[src/rtl/mem_wb_skid_reg.sv]
// mem_wb_skid_reg
//   Flow-controlled MEM->WB pipeline stage register. Holds write-back
//   entries between the memory stage and the register-file write port.
//   With EN_SKID=1 a second (skid) entry absorbs a one-cycle writeback stall.
//   In that mode in_ready is a registered flag. With EN_SKID=0 there is a
//   single entry and in_ready is combinational.
//
// Ports
//   ram_clk    stage clock, rising edge
//   rst_n      synchronous active-low reset
//   flush      squash all held entries; discards any input this cycle
//   in_valid / in_ready                        MEM-side handshake
//   in_rf_we, in_wR, in_wD, in_pc              incoming entry
//   out_valid / out_ready                      WB-side handshake
//   out_rf_we, out_wR, out_wD, out_pc          held entry (rf_we gated by valid)
//   stall_cnt  saturating count of cycles with out_valid & !out_ready
module mem_wb_skid_reg #(
  parameter int unsigned DW      = 32,
  parameter int unsigned AW      = 5,
  parameter int unsigned PCW     = 32,
  parameter int unsigned EN_SKID = 1,
  parameter int unsigned CNTW    = 16
) (
  input  logic            ram_clk,
  input  logic            rst_n,
  input  logic            flush,
  input  logic            in_valid,
  output logic            in_ready,
  input  logic            in_rf_we,
  input  logic [AW-1:0]   in_wR,
  input  logic [DW-1:0]   in_wD,
  input  logic [PCW-1:0]  in_pc,
  output logic            out_valid,
  input  logic            out_ready,
  output logic            out_rf_we,
  output logic [AW-1:0]   out_wR,
  output logic [DW-1:0]   out_wD,
  output logic [PCW-1:0]  out_pc,
  output logic [CNTW-1:0] stall_cnt
);

  typedef enum logic [1:0] {
    S_EMPTY = 2'd0,
    S_ONE   = 2'd1,
    S_FULL  = 2'd2
  } state_t;

  state_t state_q, state_d;

  logic           rdy_q;
  logic           in_xfer, out_xfer;
  logic           ld_main_in, ld_main_skid, ld_skid;

  logic           m_we, s_we;
  logic [AW-1:0]  m_wr, s_wr;
  logic [DW-1:0]  m_wd, s_wd;
  logic [PCW-1:0] m_pc, s_pc;

  assign in_xfer  = in_valid & in_ready;
  assign out_xfer = out_valid & out_ready;

  // State register; rdy_q tracks "next state is not FULL" so in_ready
  // never depends on out_ready in skid mode.
  always_ff @(posedge ram_clk) begin
    if (!rst_n) begin
      state_q <= S_EMPTY;
      rdy_q   <= 1'b1;
    end else begin
      state_q <= state_d;
      rdy_q   <= (state_d != S_FULL);
    end
  end

  // Next-state and load-select logic. Flush overrides every transfer.
  always_comb begin
    state_d      = state_q;
    ld_main_in   = 1'b0;
    ld_main_skid = 1'b0;
    ld_skid      = 1'b0;
    case (state_q)
      S_EMPTY: begin
        if (in_xfer) begin
          state_d    = S_ONE;
          ld_main_in = 1'b1;
        end
      end
      S_ONE: begin
        if (out_xfer && in_xfer) begin
          ld_main_in = 1'b1;
        end else if (out_xfer) begin
          state_d = S_EMPTY;
        end else if (in_xfer && (EN_SKID != 0)) begin
          state_d = S_FULL;
          ld_skid = 1'b1;
        end
      end
      S_FULL: begin
        if (out_xfer) begin
          state_d      = S_ONE;
          ld_main_skid = 1'b1;
        end
      end
      default: state_d = S_EMPTY;
    endcase
    if (flush) begin
      state_d      = S_EMPTY;
      ld_main_in   = 1'b0;
      ld_main_skid = 1'b0;
      ld_skid      = 1'b0;
    end
  end

  // Output logic.
  always_comb begin
    out_valid = (state_q != S_EMPTY);
    in_ready  = (EN_SKID != 0) ? rdy_q : (!out_valid || out_ready);
    out_rf_we = out_valid & m_we;
    out_wR    = m_wr;
    out_wD    = m_wd;
    out_pc    = m_pc;
  end

  // Entry storage.
  always_ff @(posedge ram_clk) begin
    if (!rst_n) begin
      m_we <= 1'b0;
      m_wr <= '0;
      m_wd <= '0;
      m_pc <= '0;
      s_we <= 1'b0;
      s_wr <= '0;
      s_wd <= '0;
      s_pc <= '0;
    end else begin
      if (ld_main_in) begin
        m_we <= in_rf_we;
        m_wr <= in_wR;
        m_wd <= in_wD;
        m_pc <= in_pc;
      end else if (ld_main_skid) begin
        m_we <= s_we;
        m_wr <= s_wr;
        m_wd <= s_wd;
        m_pc <= s_pc;
      end
      if (ld_skid) begin
        s_we <= in_rf_we;
        s_wr <= in_wR;
        s_wd <= in_wD;
        s_pc <= in_pc;
      end
    end
  end

  // Saturating stall counter; only reset clears it.
  always_ff @(posedge ram_clk) begin
    if (!rst_n) begin
      stall_cnt <= '0;
    end else if (out_valid && !out_ready && (stall_cnt != '1)) begin
      stall_cnt <= stall_cnt + CNTW'(1);
    end
  end

endmodule

[config.mk]
export PLATFORM = sky130hd
export DESIGN_NAME = mem_wb_skid_reg
export DESIGN_NICKNAME = d
export VERILOG_FILES = /design/src/rtl/mem_wb_skid_reg.sv
export SDC_FILE = /design/constraint.sdc
export NUM_CORES = 1
export LEC_CHECK = 0
export CAP_MARGIN = 40
export CORE_ASPECT_RATIO = 0.6
export CORE_MARGIN = 2
export CORE_UTILIZATION = 40
export DETAILED_ROUTE_END_ITERATION = 10
export DONT_BUFFER_PORTS = 1
export PLACE_DENSITY = 0.54
export REMOVE_ABC_BUFFERS = 1
export SYNTH_ARGS = -nofsm -noshare
export SYNTH_HDL_FRONTEND = slang
export SYNTH_SLANG_ARGS = --single-unit
export TNS_END_PERCENT = 30
[constraint.sdc]
create_clock -name ram_clk -period 4.3 [get_ports ram_clk]
set_clock_uncertainty 0.05 [all_clocks]
set_input_delay 0.86 -clock ram_clk [delete_from_list [all_inputs] [get_ports ram_clk]]
set_output_delay 0.86 -clock ram_clk [all_outputs]
set_load 0.01 [all_outputs]
==> metrics.md <==
| Metric | Value |
|---|---|
| Final setup viols | 0 |
| TritonCTS clock tree | built |
| Ports | approximately 160 |
| H-tree lvl count | 4 |
| Power Density | between 400 and 500 mW/mm^2 |
| Top delay family on crit path | simple AND/OR/NAND/NOR gates |
| CTS resizes | 0 |
| Number of violations of the max-capacitance limit | 0 |
| DR iter-0 viols | between 300 and 400 |
| # clock sinks | 159 |
| Global placement routability congestion | 0.7609 |
| Top cell type by total area after synthesis | dfxtp_1 |
| Post-route worst hold slack | around 0.42 ns |
| CP bufs+invs | 1 |
| Final-stage net count | about 780 |
| Total Die Area | 0.01718 sq mm |
| Largest vdd supply drop | a little over 200 uV |
| Via total after detailed routing | 5067 |
| Worst Path Required | 4.58 ns |
| Kind of path behind the tightest hold check | register to register |
| Post-detailed-route wirelength per cell | roughly 18 microns |
| Clock transition at the registers of the reported paths | ~0.070 ns |
| Final core utilization | 0.4616 |
| Crit Path Class | primary input to register |
| Top fanout value on the critical path | 40 |
| Vias/cell | 5.484 |
| Top cells by instance count after synthesis | nand2_1, dfxtp_1, a21boi_0, a22oi_1, clkbuf_1 |
| Share of layout cells above drive strength 1 | 0.06935 |
| Row cnt | 35 |
| Wire length of the first global-routing pass | 25860 microns |
| Static Leak | approximately 0.0023 uW |
| Min cycle time layout | 2.467 ns |
| Area added between synthesis and finish | 11.34% |
| Critical path's slowest cell | and2_2 |
| Portion of the clock cycle consumed by the worst path in the final layout | 0.5738 |
| Worst-Margin Slew | 0.8319 ns |
| Kind of capture point of the worst setup path | register |
| Async S/R FF share, synth | 0 |
| Worst Setup Start Kind | primary input |
| Via count of the first global-routing pass | 4735 |
| Setup TNS after final layout | 0 ns |
| Number of post-CTS setup repair buffers | 0 |
| Grt ovf | 0 |
| Dominant cell by count in the synthesized netlist | nand2_1 |
| RSZ-0062 raised after global routing | no |
| Top-area cell type share of the netlist area | 0.4939 |
| Wire length after detailed routing | 16190 microns |
| Root Driver | clkbuf_16 |
| Post-synthesis cell count | about 740 |
| Arrival time reported for the critical path endpoint | ~2.8 ns |
| Average footprint of a synthesized cell | between 8 and 9 sq um |
| Count of flip-flops with a built-in enable after synthesis | 0 |
| Pin count of the biggest net entering global routing | around 170 |
| Antenna violations before repair | 0 |
| Flip-flop and latch count after synthesis | ~160 |
| Number of optimization iterations in the first detailed-route pass | 4 |
| DRC violation count after routing | 0 |
| Ranking of synthesized cells by area | dfxtp_1, a21boi_0, nand2_1, a22oi_1, clkbuf_1 |
| Count of final max-slew check failures | 0 |
| Critical path's largest stage delay | 0.61 ns |
| Count of hold-fix buffers inserted at cts | 0 |
| Headroom to the max-slew limit | 0.4454 |
| Area of the core | 0.01555 sq mm |
| Num CTS Buffers | 17 |
| Unique masters post-synth | 36 |
| Ordered cell list for the critical path | and4bb_2, and2_2, buf_4, a22oi_1, a21boi_0 |
| Worst-skew pair later-pin latency | roughly 0.41 ns |
| Bufs on Longest Clock Path | 2 |
| Die Wd | approximately 170 microns |
| Chip Height | a little over 100 microns |
| Number of buffers inserted by port buffering | 0 |
| Number of hold violations in the final report | 0 |
| Peak Freq | between 400 and 500 MHz |
| Count of warnings emitted by yosys | 0 |
| Effective utilization at floorplan | 0.4146 |
| Total global-route track usage | 0.1913 |
| Final Total Pwr | 3184 uW |
| Reg2reg setup slack | 1.85 ns |
| Number of antenna diodes | 0 |
| Seq/Total Area, Yosys | 0.4939 |
| Summed instance area of the synthesized netlist | approximately 0.0064 sq mm |
| Count of nets left with antenna violations after detail routing | 0 |
| DP HPWL | 10280 microns |
| Outcome | finished, final reports clean |
| Commonest register cell after synthesis | dfxtp_1 |
tightest hold or removal path, cell delays in order (launching register included):
cell and delay (ns):
dfxtp_1 0.31, nand2_1 0.05, a21boi_0 0.06
logic make-up after synthesis:
logic type	after synthesis	synth area share
and+or+nand+nor	277	0.1831
buffers and inverters	63	0.03980
DFF	159	0.4939
muxes	10	0.01553
adders and majority gates	1	0.001941
AOI/OAI and AO/OA	229	0.2658
report_power, final:
group | leakage, uW | switching, uW | internal, uW
logic | 0.000724 | 60.5 | 54.1
clock network | 0.000296 | 660 | 856
registers | 0.00129 | 43.6 | 1510
metrics by stage:
step / instances / area [sq um] / worst slack (ns)
after floorplan: 679 / 6200 / -0.1134
after global placement: 889 / 6535 / 1.492
after detailed placement: 892 / 6580 / 1.426
after CTS: 924 / 7176 / 1.860
after global routing: 924 / 7176 / 1.613
final: 924 / 7176 / 1.833
final timing paths:
path	from	endpoint	cells past startpoint
worst min-delay path	s_pc[18]	s_pc[18]	2
worst min register to register	s_pc[18]	s_pc[18]	2
worst max-delay path	flush	out_pc[5]	5
worst max register to register	state_q[1]	out_pc[5]	5
registers in the layout (all words and copies together) (netlist names):
register / flops
s_we: 1
s_wr: 5
s_pc: 32
stall_cnt: 16
m_we: 1
out_wD: 32
out_pc: 32
state_q: 2
out_wR: 5
in_ready: 1
s_wd: 32
metal layers:
metal / share of wire / track usage / wire length [microns]
met1: 0.46 / 0.2470 / 7421
met3: 0.12 / 0.09915 / 1920
met2: 0.42 / 0.2826 / 6728
met4: 0.0072 / 0.04950 / 117
met5: 0 / 0 / 0
cell type report:
class	instances	area, sq um
clock buffer	19	452.9
clock inverter	13	142.6
fill	1466	8371
inverter	3	11.26
multi-input combinational	517	3022
sequential	159	3183
tap	203	254.0
timing repair buffer	10	110.1
placed cells by master, fill, tap and decap left out, types with 2 or more instances in the layout:
cell,Yosys,routed
a21boi_0,145,145
nand4_1,3,3
clkinv_4,0,3
inv_1,3,3
a22oi_1,70,70
o21ai_0,2,2
and4bb_2,2,2
nor2_1,4,4
nand3_1,5,5
o31ai_1,5,5
nor4_1,6,6
nand2b_1,9,9
dfxtp_1,159,159
nor4b_1,2,2
clkbuf_16,0,17
nand2_1,226,225
or3_1,3,3
and2_2,0,2
buf_4,1,6
buf_12,0,3
clkbuf_8,0,2
nor3_1,4,4
inv_8,0,3
inv_6,0,6
mux2i_1,10,10
or4_1,5,5
No activity file was read; power rests on OpenSTA's default activity.
